File: src/rtl/fcs_append.sv
// Ethernet FCS generator for a 2-bit RMII transmit datapath: forwards the body
// with one cycle of latency, zero-pads it to MIN_BYTES, appends the CRC-32, then holds off for the IFG.
module fcs_append #(
    parameter int MIN_BYTES  = 60,
    parameter int IFG_CYCLES = 48
) (
    input  logic       clk,
    input  logic       rst,
    input  logic       axiiv,
    input  logic [1:0] axiid,
    output logic       axiir,
    output logic       axiov,
    output logic [1:0] axiod
);

    localparam int LIMIT_I = 4 * MIN_BYTES;
    localparam int CW      = (LIMIT_I > 1) ? $clog2(LIMIT_I + 1) : 1;
    localparam int IW      = (IFG_CYCLES > 1) ? $clog2(IFG_CYCLES) : 1;
    localparam logic [CW-1:0] LIMIT    = CW'(LIMIT_I);
    localparam logic [IW-1:0] IFG_LAST = IW'((IFG_CYCLES > 0) ? IFG_CYCLES - 1 : 0);

    typedef enum logic [2:0] {IDLE, DATA, PAD, FCS, IFG} state_t;

    state_t        state_q, state_d;
    logic [31:0]   crc_q, crc_d;
    logic [31:0]   fcs_q, fcs_d;
    logic [CW-1:0] cnt_q, cnt_d;
    logic [3:0]    k_q, k_d;
    logic [IW-1:0] ifg_q, ifg_d;
    logic          ov_q, ov_d;
    logic [1:0]    od_q, od_d;
    logic          pad_more;
    logic [CW-1:0] cnt_inc;

    function automatic logic [31:0] crc_dibit(input logic [31:0] c, input logic [1:0] d);
        logic [31:0] r;
        r = c;
        for (int unsigned i = 0; i < 2; i++) begin
            if (r[0] ^ d[i]) r = (r >> 1) ^ 32'hEDB88320;
            else             r = r >> 1;
        end
        return r;
    endfunction

    // The dibit count saturates at LIMIT, so inequality means "still below minimum".
    assign pad_more = (cnt_q != LIMIT);
    assign cnt_inc  = pad_more ? cnt_q + 1'b1 : cnt_q;

    always_ff @(posedge clk or negedge rst) begin
        if (!rst) begin
            state_q <= IDLE;
            crc_q   <= '1;
            fcs_q   <= '0;
            cnt_q   <= '0;
            k_q     <= '0;
            ifg_q   <= '0;
            ov_q    <= 1'b0;
            od_q    <= '0;
        end else begin
            state_q <= state_d;
            crc_q   <= crc_d;
            fcs_q   <= fcs_d;
            cnt_q   <= cnt_d;
            k_q     <= k_d;
            ifg_q   <= ifg_d;
            ov_q    <= ov_d;
            od_q    <= od_d;
        end
    end

    always_comb begin
        state_d = state_q;
        unique case (state_q)
            IDLE: if (axiiv) state_d = DATA;
            DATA: if (!axiiv) state_d = pad_more ? PAD : FCS;
            PAD:  if (!pad_more) state_d = FCS;
            FCS:  if (k_q == 4'd15) state_d = (IFG_CYCLES == 0) ? IDLE : IFG;
            IFG:  if (ifg_q == IFG_LAST) state_d = IDLE;
            default: state_d = IDLE;
        endcase
    end

    // Output register is loaded with the dibit belonging to the next state, so
    // body, pad and FCS leave back to back with no bubble.
    always_comb begin
        crc_d = crc_q;
        fcs_d = fcs_q;
        cnt_d = cnt_q;
        k_d   = k_q;
        ifg_d = ifg_q;
        ov_d  = 1'b0;
        od_d  = '0;
        unique case (state_q)
            IDLE: begin
                crc_d = '1;
                cnt_d = '0;
                k_d   = '0;
                ifg_d = '0;
                if (axiiv) begin
                    ov_d  = 1'b1;
                    od_d  = axiid;
                    crc_d = crc_dibit(crc_q, axiid);
                    cnt_d = cnt_inc;
                end
            end
            DATA, PAD: begin
                ov_d = 1'b1;
                if (state_q == DATA && axiiv) begin
                    od_d  = axiid;
                    crc_d = crc_dibit(crc_q, axiid);
                    cnt_d = cnt_inc;
                end else if (pad_more) begin
                    od_d  = '0;
                    crc_d = crc_dibit(crc_q, 2'b00);
                    cnt_d = cnt_inc;
                end else begin
                    fcs_d = ~crc_q;
                    od_d  = ~crc_q[1:0];
                    k_d   = 4'd1;
                end
            end
            FCS: begin
                ov_d  = 1'b1;
                od_d  = fcs_q[{k_q, 1'b0} +: 2];
                k_d   = k_q + 4'd1;
                crc_d = '1;
                cnt_d = '0;
                ifg_d = '0;
            end
            IFG: begin
                ifg_d = ifg_q + 1'b1;
            end
            default: ;
        endcase
    end

    assign axiir = (state_q == IDLE) || (state_q == DATA);
    assign axiov = ov_q;
    assign axiod = od_q;

endmodule

File: config.mk
export PLATFORM = sky130hd
export DESIGN_NAME = fcs_append
export DESIGN_NICKNAME = d
export VERILOG_FILES = /design/src/rtl/fcs_append.sv
export SDC_FILE = /design/constraint.sdc
export NUM_CORES = 1
export LEC_CHECK = 0
export BUFFER_PORTS_ARGS = -buffer_cell sky130_fd_sc_hd__buf_4
export CAP_MARGIN = 20
export CELL_PAD_IN_SITES_DETAIL_PLACEMENT = 1
export CELL_PAD_IN_SITES_GLOBAL_PLACEMENT = 1
export CORE_AREA = 3 3 115 117
export CTS_CLUSTER_SIZE = 40
export DETAILED_ROUTE_END_ITERATION = 10
export DIE_AREA = 0 0 118 120
export GPL_TIMING_DRIVEN = 0
export HOLD_SLACK_MARGIN = 0.05
export MAX_ROUTING_LAYER = met4
export PLACE_DENSITY = 0.65
export SETUP_SLACK_MARGIN = 0.4
export SYNTH_ARGS = -nofsm -noshare
export SYNTH_HDL_FRONTEND = slang
export SYNTH_SLANG_ARGS = --single-unit
File: constraint.sdc
create_clock -name clk -period 2.28 [get_ports clk]
set_clock_uncertainty 0.1 [all_clocks]
set_input_delay 0.342 -clock clk [delete_from_list [all_inputs] [get_ports clk]]
set_output_delay 0.342 -clock clk [all_outputs]
set_load 0.1 [all_outputs]
==> results of run 1 <==
-- registers in the layout (all words and copies together), names as in the netlist --
| register | cells |
|---|---|
| crc_q | 32 |
| fcs_q | 32 |
| cnt_q | 8 |
| ifg_q | 6 |
| k_q | 4 |
| state_q | 3 |
| axiod | 2 |
| axiov | 1 |
-- metrics by stage --
| step | utilization [%] | cells | worst slack (ps) | hold WS, ps | power, uW |
|---|---|---|---|---|---|
| after CTS | 51.3 | 726 | 19.2 | 234 | 3400 |
| final | 55.9 | 747 | 9.11 | 277 | 3400 |
| after detailed placement | 42.1 | 680 | -332 | 177 | 1730 |
| after global routing | 55.9 | 747 | -32.7 | 283 | 3510 |
| after floorplan | - | 500 | 248 | -53.6 | 1660 |
| after global placement | 41.9 | 679 | -251 | 356 | 1720 |
-- cells in the final DEF (no fill, tap or decap), types with 10 or more instances in the layout --
| cell | n |
|---|---|
| o21ai_2 | 21 |
| nor2_1 | 11 |
| nand2_1 | 27 |
| nand3_1 | 17 |
| nor2_4 | 10 |
| clkbuf_16 | 18 |
| o22a_1 | 11 |
| a21oi_1 | 28 |
| inv_1 | 12 |
| nand2_4 | 18 |
| nand2_2 | 17 |
| buf_4 | 39 |
| a211oi_1 | 13 |
| dfstp_2 | 32 |
| dfrtp_1 | 53 |
| o21ai_1 | 26 |
| buf_6 | 18 |
| xor2_1 | 13 |
-- kinds of logic (layout without fill, tap and decap cells) --
| family | Yosys count | count (layout) |
|---|---|---|
| mux | 14 | 14 |
| fa+ha+maj | 4 | 4 |
| compound gates | 173 | 173 |
| xor+xnor | 29 | 29 |
| simple gates | 138 | 138 |
| flops | 88 | 88 |
| buf+inv | 54 | 129 |
-- worst min-delay path: cells and delay by family --
family,cells,cell delay (ps)
AO/OA/AOI/OAI,2,180
buffers and inverters,1,160
-- repair_timing --
action                                  4_1_cts  5_1_grt
gates cloned                                  8        3
endpoints found under the hold margin        17        0
endpoints found under the setup margin       89       84
resized for setup                           153      123
setup buffers                                21       18
pin swaps                                    24       31
hold buffers                                  1        0
-- worst max-delay path by stage --
stage / from / end / cells after the start
detailed placement: state_q[0] / k_q[3] / 6
floorplan: state_q[1] / crc_q[11] / 7
global route: state_q[1] / crc_q[2] / 8
CTS: state_q[1] / crc_q[29] / 9
finish: state_q[1] / crc_q[13] / 8
global placement: state_q[0] / k_q[2] / 6
-- layout make-up --
cell class	instances	area [sq um]	area share, %
Inverter	12	45.0	0.646
Clock inverter	6	90.1	1.29
Multi-Input combinational cell	358	2930	42.0
Timing Repair Buffer	59	726	10.4
Clock buffer	10	239	3.43
Sequential cell	88	2250	32.2
Tap cell	172	215	3.09
Buffer	42	483	6.93
-- report_power, final --
| part | switching [uW] | total [uW] | internal [uW] |
|---|---|---|---|
| clock | 669 | 1660 | 995 |
| combinational | 103 | 171 | 67.9 |
| sequential | 0 | 1560 | 1560 |
| total | 772 | 3400 | 2630 |
-- routing by layer --
| layer | wire length [um] | global-route usage (%) | vias to the layer above |
|---|---|---|---|
| met4 | 512 | 8.72 | 0 |
| met3 | 846 | 4.57 | 36 |
| met1 | 7710 | 33.4 | 2327 |
| li1 | - | - | 1989 |
| met2 | 9210 | 40.2 | 119 |
| met5 | 0 | - | - |
==> qor.csv, run 1 <==
stage;metric;value;unit
hold_path;min-delay src;axiid[1];
cells_and_area;area grow syn2layout;42.1;%
yosys;post-synthesis adder-cell area fraction;1.02;%
worst_setup_path;Most Frequent Cell on Critical Path;buf_6;
route;DRT Pass-1 Iters;4;
global_routing;vias in the first global route;4564;
cells_and_area;Ant. Diodes;0;
yosys;Async S/R FF share, synth;100;%
clocking;clock buffer depth;2;
sta;unrepaired setup endpoints after global routing;true;
sta;fmax;440;MHz
job;number of max-cap violations;0;
clocking;Worst-path clk slew;70;ps
yosys;Distinct cells, synth;60;
floorplanning;Core Box Area;0.0125;sq mm
worst_setup_path;critical path peak fanout;7;
sta;Hold Fails Final Rpt;0;
worst_setup_path;flop2flop setup slack;9;ps
hold_path;Hold Path Class;input port to flip-flop;
yosys;post-synthesis mux area share;4.90;%
yosys;largest family of logic cells by synthesized area;compound AO/OA/AOI/OAI gates;
yosys;Mapped Cells;500;
outcome;outcome;complete, no violations;
floorplanning;Site Rows;41;
yosys;#FFs+latches synth;88;
yosys;dominant synthesized flop cell;dfrtp_1;
global_routing;largest net degree at the start of global routing;66;
yosys;largest area contributor in the netlist;dfrtp_1;
route;number of nets with antenna violations after routing;0;
floorplanning;Starting Density;39.4;%
route;final WL;18300;um
sta;worst-margin pin slew;601;ps
worst_setup_path;CP startpoint kind;flip-flop;
floorplanning;die width;118;um
yosys;post-synthesis compound-gate area fraction;23.6;%
route;drt via density;5.99;
clocking;total CTS buffers;9;
clocking;CTS tree;done;
worst_setup_path;Slowest cell on crit path;a2111o_1;
global_routing;antenna violations before repair;0;
sta;Setup TNS;0;ps
worst_setup_path;crit-path cells;buf_6, or3b_4, a2111o_1, buf_6, and2_4, buf_12, clkbuf_16, o22a_1;
sta;Final Cycle Share;99.6;%
pwr;Leakage;0.00267;uW
yosys;XOR/XNOR share of the synthesized area;6.32;%
clocking;Worst-Skew Late Latency;350;ps
worst_setup_path;Crit. End Element;flip-flop;
cells_and_area;share of cells above drive strength 1;43.8;%
yosys;post-synthesis net count;509;
place;I/O Buffers;7;
route;total number of vias;4471;
sta;Final Max Slew Viols;0;
floorplanning;height of the die;120;um
route;drt wl/cell;24.5;um
place;routability cong.;0.842;
worst_setup_path;CP Buf/Inv Count;4;
pwr;Worst VDD drop;0.000332;V
yosys;Post-Synth Simple-Gate Area;13.2;%
worst_setup_path;CP delay by family, top;compound AO/OA/AOI/OAI gates;
cells_and_area;nets;579;
route;DR DRC count;0;
yosys;Post-synth EDFFs;0;
worst_setup_path;Crit Path Class;flip-flop to flip-flop;
place;post-DP HPWL;11000;um
hold_path;worst hold path stage count;3;
yosys;Mapped Area;0.00491;sq mm
yosys;synth cell count leaders;nand2_1 (61), dfrtp_1 (56), o21ai_0 (55);
global_routing;Tot GR Track Use;25.5;%
clocking;H-Tree Level Count;3;
worst_setup_path;Largest stage delay, worst path;420;ps
sta;Final Critical Period;2270;ps
route;Iteration-0 DRC Markers;344;
yosys;synth top area cells;dfrtp_1 (29%), dfstp_2 (17%), o21ai_0 (5.6%);
floorplanning;die area;0.0142;sq mm
worst_setup_path;r2r startpoint;state_q[1];
yosys;Syn. warnings;0;
worst_setup_path;Critical Path AT;2450;ps
hold_path;Hold Path End;axiod[1];
yosys;post-synth top area share;28.6;%
global_routing;first-pass GRT wire length;26800;um
pwr;Pwr Density;488;mW/mm^2
place;dpl cell area;0.00525;sq mm
clocking;clock sinks;88;
sta;setup violators final;0;
clocking;CTS root buf;clkbuf_16;
worst_setup_path;r2r worst-path depth;8;
cells_and_area;post-route cell area;0.00697;sq mm
floorplanning;num ports;9;
worst_setup_path;WP data required;2460;ps
yosys;share of the yosys chip area belonging to registers;45.7;%
cells_and_area;fillers;1319;
sta;max_slew headroom;60.0;%
worst_setup_path;reg2reg end;crc_q[13];
global_routing;grt ovf;0;
yosys;Mean Syn Cell Area;9.81;sq um
yosys;most frequent cell after synthesis;nand2_1;
(Power assumes the default switching activity.)
==> run 2, diff against run 1 <==
- CORE_AREA: 3 3 115 117 -> 2 2 114 116
- DIE_AREA: 0 0 118 120 -> 0 0 116 118
==> run 2 against run 1 <==
  * Register-to-register slack improved by 30 ps
  * Clock power is 14% lower
  * Wire length rose by 4.1%
  * Sequential cell count unchanged
  * Fmax increased by 1.6%
  * Worst hold slack got worse by 9.5 ps
==> qor.csv, run 2 (same netlist as run 1, synthesis figures left out) <==
stage;metric;value;unit;change
global_routing;first-pass GRT wire length;27300;um;was 26800 um
outcome;outcome;complete, no violations;;unchanged
route;Met2 Routed Length;9480;um;was 9210 um
pwr;clock share of power;44.8;%;was 49.0%
clocking;total CTS buffers;9;;unchanged
route;met1 WL;8140;um;was 7710 um
route;number of nets with antenna violations after routing;0;;unchanged
sta;worst-margin pin slew;652;ps;was 601 ps
sta;Hold Fails Final Rpt;0;;unchanged
global_routing;vias in the first global route;4520;;was 4564
pwr;internal power;2370;uW;was 2630 uW
floorplanning;Core Box Area;0.0124;sq mm;was 0.0125 sq mm
worst_setup_path;Critical Path Sink;crc_q[10];;was crc_q[13]
clocking;CTS tree;done;;unchanged
pwr;Worst VDD drop;0.000243;V;was 0.000332 V
pwr;Pwr Density;441;mW/mm^2;was 488 mW/mm^2
cells_and_area;Ant. Diodes;0;;unchanged
route;total number of vias;4573;;was 4471
worst_setup_path;r2r startpoint;state_q[1];;unchanged
floorplanning;die width;116;um;was 118 um
cells_and_area;share of cells above drive strength 1;47.8;%;was 43.8%
place;Setup WS pre-CTS;-321;ps;was -332 ps
worst_setup_path;critical path peak fanout;5;;was 7
floorplanning;die area;0.0137;sq mm;was 0.0142 sq mm
clocking;CTS root buf;clkbuf_16;;unchanged
place;post-DP HPWL;10900;um;was 11000 um
worst_setup_path;Crit. End Element;flip-flop;;unchanged
sta;Final Max Slew Viols;0;;unchanged
sta;fmax;447;MHz;was 440 MHz
cells_and_area;Util after Layout;57.8;%;was 55.9%
clocking;clock sinks;88;;unchanged
floorplanning;num ports;9;;unchanged
sta;unrepaired setup endpoints after global routing;true;;unchanged
route;final WL;19000;um;was 18300 um
cells_and_area;nets;593;;was 579
floorplanning;height of the die;118;um;was 120 um
worst_setup_path;Crit Path Class;flip-flop to flip-flop;;unchanged
clocking;clock buffer depth;2;;unchanged
route;DR WL met3;764;um;was 846 um
pwr;Combinational Power Share;5.8;%;was 5.0%
place;routability cong.;0.852;;was 0.842
pwr;sw frac;25.1;%;was 22.7%
sta;hold_ws;268;ps;was 277 ps
global_routing;Tot GR Track Use;27.6;%;was 25.5%
worst_setup_path;WP data required;2480;ps;was 2460 ps
route;DR DRC count;0;;unchanged
route;drt via density;6.02;;was 5.99
pwr;P_sw;793;uW;was 772 uW
worst_setup_path;r2r worst-path depth;9;;was 8
route;DRT Pass-1 Iters;5;;was 4
cells_and_area;Final Non-Filler Cells;760;;was 747
sta;Final Critical Period;2240;ps;was 2270 ps
cells_and_area;most common cell after layout, fill and taps aside;dfrtp_1;;unchanged
route;Iteration-0 DRC Markers;369;;was 344
place;I/O Buffers;7;;unchanged
pwr;Leakage;0.00273;uW;was 0.00267 uW
clocking;Worst-Skew Late Latency;360;ps;was 350 ps
sta;final setup margin;43.9;ps;was 9.11 ps
worst_setup_path;reg2reg end;crc_q[10];;was crc_q[13]
cells_and_area;most frequent cells in the layout;dfrtp_1 (52), buf_4 (49), dfstp_2 (32);;was dfrtp_1 (53), buf_4 (39), dfstp_2 (32)
global_routing;antenna violations before repair;0;;unchanged
floorplanning;Site Rows;41;;unchanged
global_routing;largest net degree at the start of global routing;47;;was 66
route;drt wl/cell;25.0;um;was 24.5 um
worst_setup_path;CP startpoint kind;flip-flop;;unchanged
clocking;H-Tree Level Count;3;;unchanged
cells_and_area;area grow syn2layout;46.2;%;was 42.1%
pwr;Reg power frac;49.4;%;was 46.0%
floorplanning;Starting Density;39.5;%;was 39.4%
clocking;Worst-path clk slew;70;ps;about the same
job;number of max-cap violations;0;;unchanged
hold_path;Hold Path Class;input port to flip-flop;;unchanged
cells_and_area;largest registers;crc_q (32), fcs_q (32), cnt_q (8);;unchanged
worst_setup_path;Critical Path AT;2430;ps;was 2450 ps
sta;setup violators final;0;;unchanged
route;Highest Signal Layer;met4;;unchanged
global_routing;grt ovf;0;;unchanged
worst_setup_path;flop2flop setup slack;40;ps;was 9 ps
place;placed insts;680;;unchanged
sta;Final Cycle Share;98.1;%;was 99.6%
worst_setup_path;Critical path origin;state_q[1];;unchanged
sta;max_slew headroom;56.6;%;was 60.0%
[run 2: cell count changes in the layout (fill, tap and decap cells not counted), sizes merged]
cell      delta
bufinv       -2
clkbuf       -4
buf         +18
bufbuf       -1
clkinvlp     +2
[run 2: metal layers]
metal,up-vias,track usage (%)
li1,2017,-
met1,2363,37.5
met2,142,42.5
met3,51,3.50
met4,0,9.67
met5,-,-
[run 2: layout make-up]
class	instances	area [sq um]
Multi-Input combinational cell	358	3040
Fill cell	1318	5240
Timing Repair Buffer	73	855
Tap cell	172	215
Buffer	42	500
Inverter	12	45.0
Clock inverter	6	45.0
Clock buffer	9	225
Sequential cell	88	2250
[run 2: worst max-delay path, cell delays in order (launching register included)]
cell	delay (ps)
dfrtp_1	390
buf_6	120
or3b_4	360
a2111o_1	400
buf_6	160
nand2_4	70
or2_1	120
buf_6	150
clkbuf_16	170
a2bb2oi_2	120
[run 2: how the worst min path moves through the flow]
stage                   from         end  slack, ps  cells after the start
global placement    fcs_q[9]    fcs_q[9]        360                      2
detailed placement       rst      k_q[3]        290                      1
global route        axiid[1]    axiod[1]        280                      3
floorplan                rst    axiod[0]        -50                      0
CTS                 axiid[1]    axiod[1]        250                      3
finish                 axiiv  state_q[1]        270                      4
[run 2: through the flow]
stage | area [sq um] | setup TNS (ps) | power [uW]
after detailed placement | 5250 | -5100 | 1730
after global routing | 7170 | -708 | 3250
final | 7170 | 0 | 3170
after floorplan | 4950 | 0 | 1660
after CTS | 6440 | 0 | 3160
after global placement | 5220 | -4280 | 1720
[run 2: power by group through the flow]
stage | Clock (uW) | Sequential [uW] | Combinational, uW
after global routing | 1490 | 1560 | 199
after global placement | 0 | 1590 | 131
after detailed placement | 0 | 1590 | 140
final | 1420 | 1560 | 184
after CTS | 1440 | 1560 | 156
after floorplan | 0 | 1590 | 73.3
[run 2: repair_timing]
item,CTS,global route
cloned,10,2
buffers inserted,17,35
hold buffers,1,0
endpoints found under the setup margin,89,83
gates resized for setup,183,111
endpoints found under the hold margin,30,0
pin swaps,44,30
==> run 3, diff against run 2 <==
- SETUP_SLACK_MARGIN: 0.4 -> 0.2
==> run 3 against run 2 <==
  * Non-clock buffer count down 27
  * Sequential share of layout area rose by 3.8 points
  * Power grew 6.7%
  * Global-route usage fell by 1.6 points
  * Critical endpoint is now fcs_q[21]
  * Sequential cell count is the same
  * Clock power rose by 16%
  * Largest power group is now the clock network
  * Combinational power shrank 10%
  * Wire length shrank 9.4%
==> qor.csv, run 3 (same netlist as run 1, synthesis figures left out) <==
stage;metric;value;unit;change
sta;final setup margin;46.9;ps;was 43.9 ps
cells_and_area;Final Non-Filler Cells;734;;was 760
route;drt via density;5.97;;was 6.02
place;post-DP HPWL;11000;um;was 10900 um
worst_setup_path;Crit Path Class;flip-flop to flip-flop;;unchanged
pwr;Worst VDD drop;0.000267;V;was 0.000243 V
sta;Final Critical Period;2230;ps;was 2240 ps
pwr;Reg power frac;46.3;%;was 49.4%
clocking;CTS tree;done;;unchanged
sta;Hold Fails Final Rpt;0;;unchanged
job;number of max-cap violations;0;;unchanged
pwr;sw frac;23.2;%;was 25.1%
floorplanning;die width;116;um;unchanged
sta;max_slew headroom;55.4;%;was 56.6%
clocking;clock buffer depth;2;;unchanged
floorplanning;Site Rows;41;;unchanged
global_routing;vias in the first global route;4375;;was 4520
sta;Final Max Slew Viols;0;;unchanged
route;Iteration-0 DRC Markers;246;;was 369
floorplanning;Starting Density;39.5;%;unchanged
route;DRT Pass-1 Iters;5;;unchanged
pwr;Pwr Density;528;mW/mm^2;was 441 mW/mm^2
clocking;total CTS buffers;9;;unchanged
sta;Setup TNS;0;ps;unchanged
sta;worst-margin pin slew;669;ps;was 652 ps
route;DR DRC count;0;;unchanged
cells_and_area;most frequent cells in the layout;nand2_1 (59), dfrtp_1 (53), buf_4 (42);;was dfrtp_1 (52), buf_4 (49), dfstp_2 (32)
sta;fmax;448;MHz;was 447 MHz
outcome;outcome;complete, no violations;;unchanged
cells_and_area;largest registers;crc_q (32), fcs_q (32), cnt_q (8);;unchanged
place;placed insts;680;;unchanged
floorplanning;height of the die;118;um;unchanged
global_routing;antenna violations before repair;0;;unchanged
route;drt wl/cell;23.5;um;was 25.0 um
route;total number of vias;4384;;was 4573
worst_setup_path;critical path peak fanout;10;;was 5
clocking;clock sinks;88;;unchanged
sta;setup violators final;0;;unchanged
global_routing;Tot GR Track Use;26.0;%;was 27.6%
hold_path;Hold Path Class;input port to flip-flop;;unchanged
sta;Final Cycle Share;97.9;%;was 98.1%
cells_and_area;Ant. Diodes;0;;unchanged
floorplanning;die area;0.0137;sq mm;unchanged
route;final WL;17200;um;was 19000 um
worst_setup_path;Crit. End Element;flip-flop;;unchanged
worst_setup_path;Critical Path AT;2350;ps;was 2430 ps
pwr;P_sw;784;uW;was 793 uW
cells_and_area;most common cell after layout, fill and taps aside;nand2_1;;was dfrtp_1
place;Setup WS pre-CTS;-402;ps;was -321 ps
cells_and_area;share of cells above drive strength 1;33.1;%;was 47.8%
global_routing;first-pass GRT wire length;25800;um;was 27300 um
pwr;Combinational Power Share;4.9;%;was 5.8%
floorplanning;Core Box Area;0.0124;sq mm;unchanged
worst_setup_path;CP startpoint kind;flip-flop;;unchanged
pwr;total power;3380;uW;was 3170 uW
clocking;Worst-Skew Late Latency;350;ps;was 360 ps
global_routing;largest net degree at the start of global routing;57;;was 47
route;number of nets with antenna violations after routing;0;;unchanged
sta;unrepaired setup endpoints after global routing;true;;unchanged
cells_and_area;area grow syn2layout;30.5;%;was 46.2%
sta;hold_ws;285;ps;was 268 ps
floorplanning;num ports;9;;unchanged
cells_and_area;nets;566;;was 593
pwr;Leakage;0.00249;uW;was 0.00273 uW
clocking;H-Tree Level Count;3;;unchanged
pwr;internal power;2590;uW;was 2370 uW
cells_and_area;fillers;1351;;was 1318
global_routing;grt ovf;0;;unchanged
pwr;clock share of power;48.8;%;was 44.8%
place;routability cong.;0.842;;was 0.852
place;I/O Buffers;7;;unchanged
clocking;Worst-path clk slew;70;ps;about the same
worst_setup_path;WP data required;2400;ps;was 2480 ps
clocking;CTS root buf;clkbuf_16;;unchanged
[run 3: cell types whose count changed in the layout (fill, tap and decap cells not counted), moves of 8 or more]
| cell | before | now |
|---|---|---|
| o21ai_0 | 10 | 36 |
| nand2_1 | 25 | 59 |
| nand2_4 | 19 | 1 |
| o21ai_1 | 21 | 13 |
| o21ai_2 | 24 | 8 |
| nand2_2 | 17 | 1 |
[run 3: area by class of cell]
type / instances / area, sq um / area share [%]
Clock buffer: 10 / 229 / 3.58
Timing Repair Buffer: 46 / 458 / 7.15
Multi-Input combinational cell: 358 / 2690 / 42.0
Inverter: 12 / 45.0 / 0.704
Sequential cell: 88 / 2250 / 35.1
Clock inverter: 6 / 92.6 / 1.45
Tap cell: 172 / 215 / 3.36
Buffer: 42 / 425 / 6.65
[run 3: worst paths after layout]
| kind | start | to | slack [ps] | depth (start not counted) |
|---|---|---|---|---|
| worst min-delay path | axiid[1] | axiod[1] | 280 | 3 |
| worst max register to register | state_q[1] | fcs_q[21] | 50 | 8 |
| worst min register to register | fcs_q[1] | fcs_q[1] | 380 | 1 |
| min in group asynchronous | rst | ifg_q[1] | 380 | 2 |
| max in group asynchronous | rst | crc_q[24] | 1000 | 3 |
| worst max-delay path | state_q[1] | fcs_q[21] | 50 | 8 |
[run 3: timing repair]
item / CTS / global route
setup buffers: 14 / 19
pin swaps: 15 / 17
gates cloned: 3 / 1
resized for setup: 94 / 67
setup endpoints to repair: 85 / 83
hold endpoints to repair: 20 / 0
hold buffers: 1 / 0
[run 3: worst max-delay path: stages (launching register included)]
cell,delay [ps]
dfrtp_1,370
buf_6,130
or3b_4,370
a2111o_1,440
buf_4,180
clkbuf_16,170
buf_6,150
nand2_1,80
o21ai_0,90
[run 3: routing by layer]
layer / vias up / track usage (%) / part of all wire [%]
met1: 2259 / 35.2 / 45
met3: 33 / 4.27 / 4.8
met4: 0 / 8.04 / 2.0
met5: - / - / 0
met2: 132 / 40.0 / 48
li1: 1960 / - / -
[run 3: per-stage QoR]
stage	util [%]	area (sq um)
6_report	51.6	6400
5_1_grt	51.6	6400
4_1_cts	48.6	6040
3_5_place_dp	42.0	5210
3_3_place_gp	41.8	5180
2_1_floorplan	-	4920
[run 3: power by group through the flow]
stage | logic, uW | clock network (uW) | registers [uW]
after floorplan | 72.2 | 0 | 1590
after global placement | 130 | 0 | 1590
after detailed placement | 140 | 0 | 1590
after CTS | 152 | 1660 | 1560
after global routing | 179 | 1720 | 1560
final | 165 | 1650 | 1560
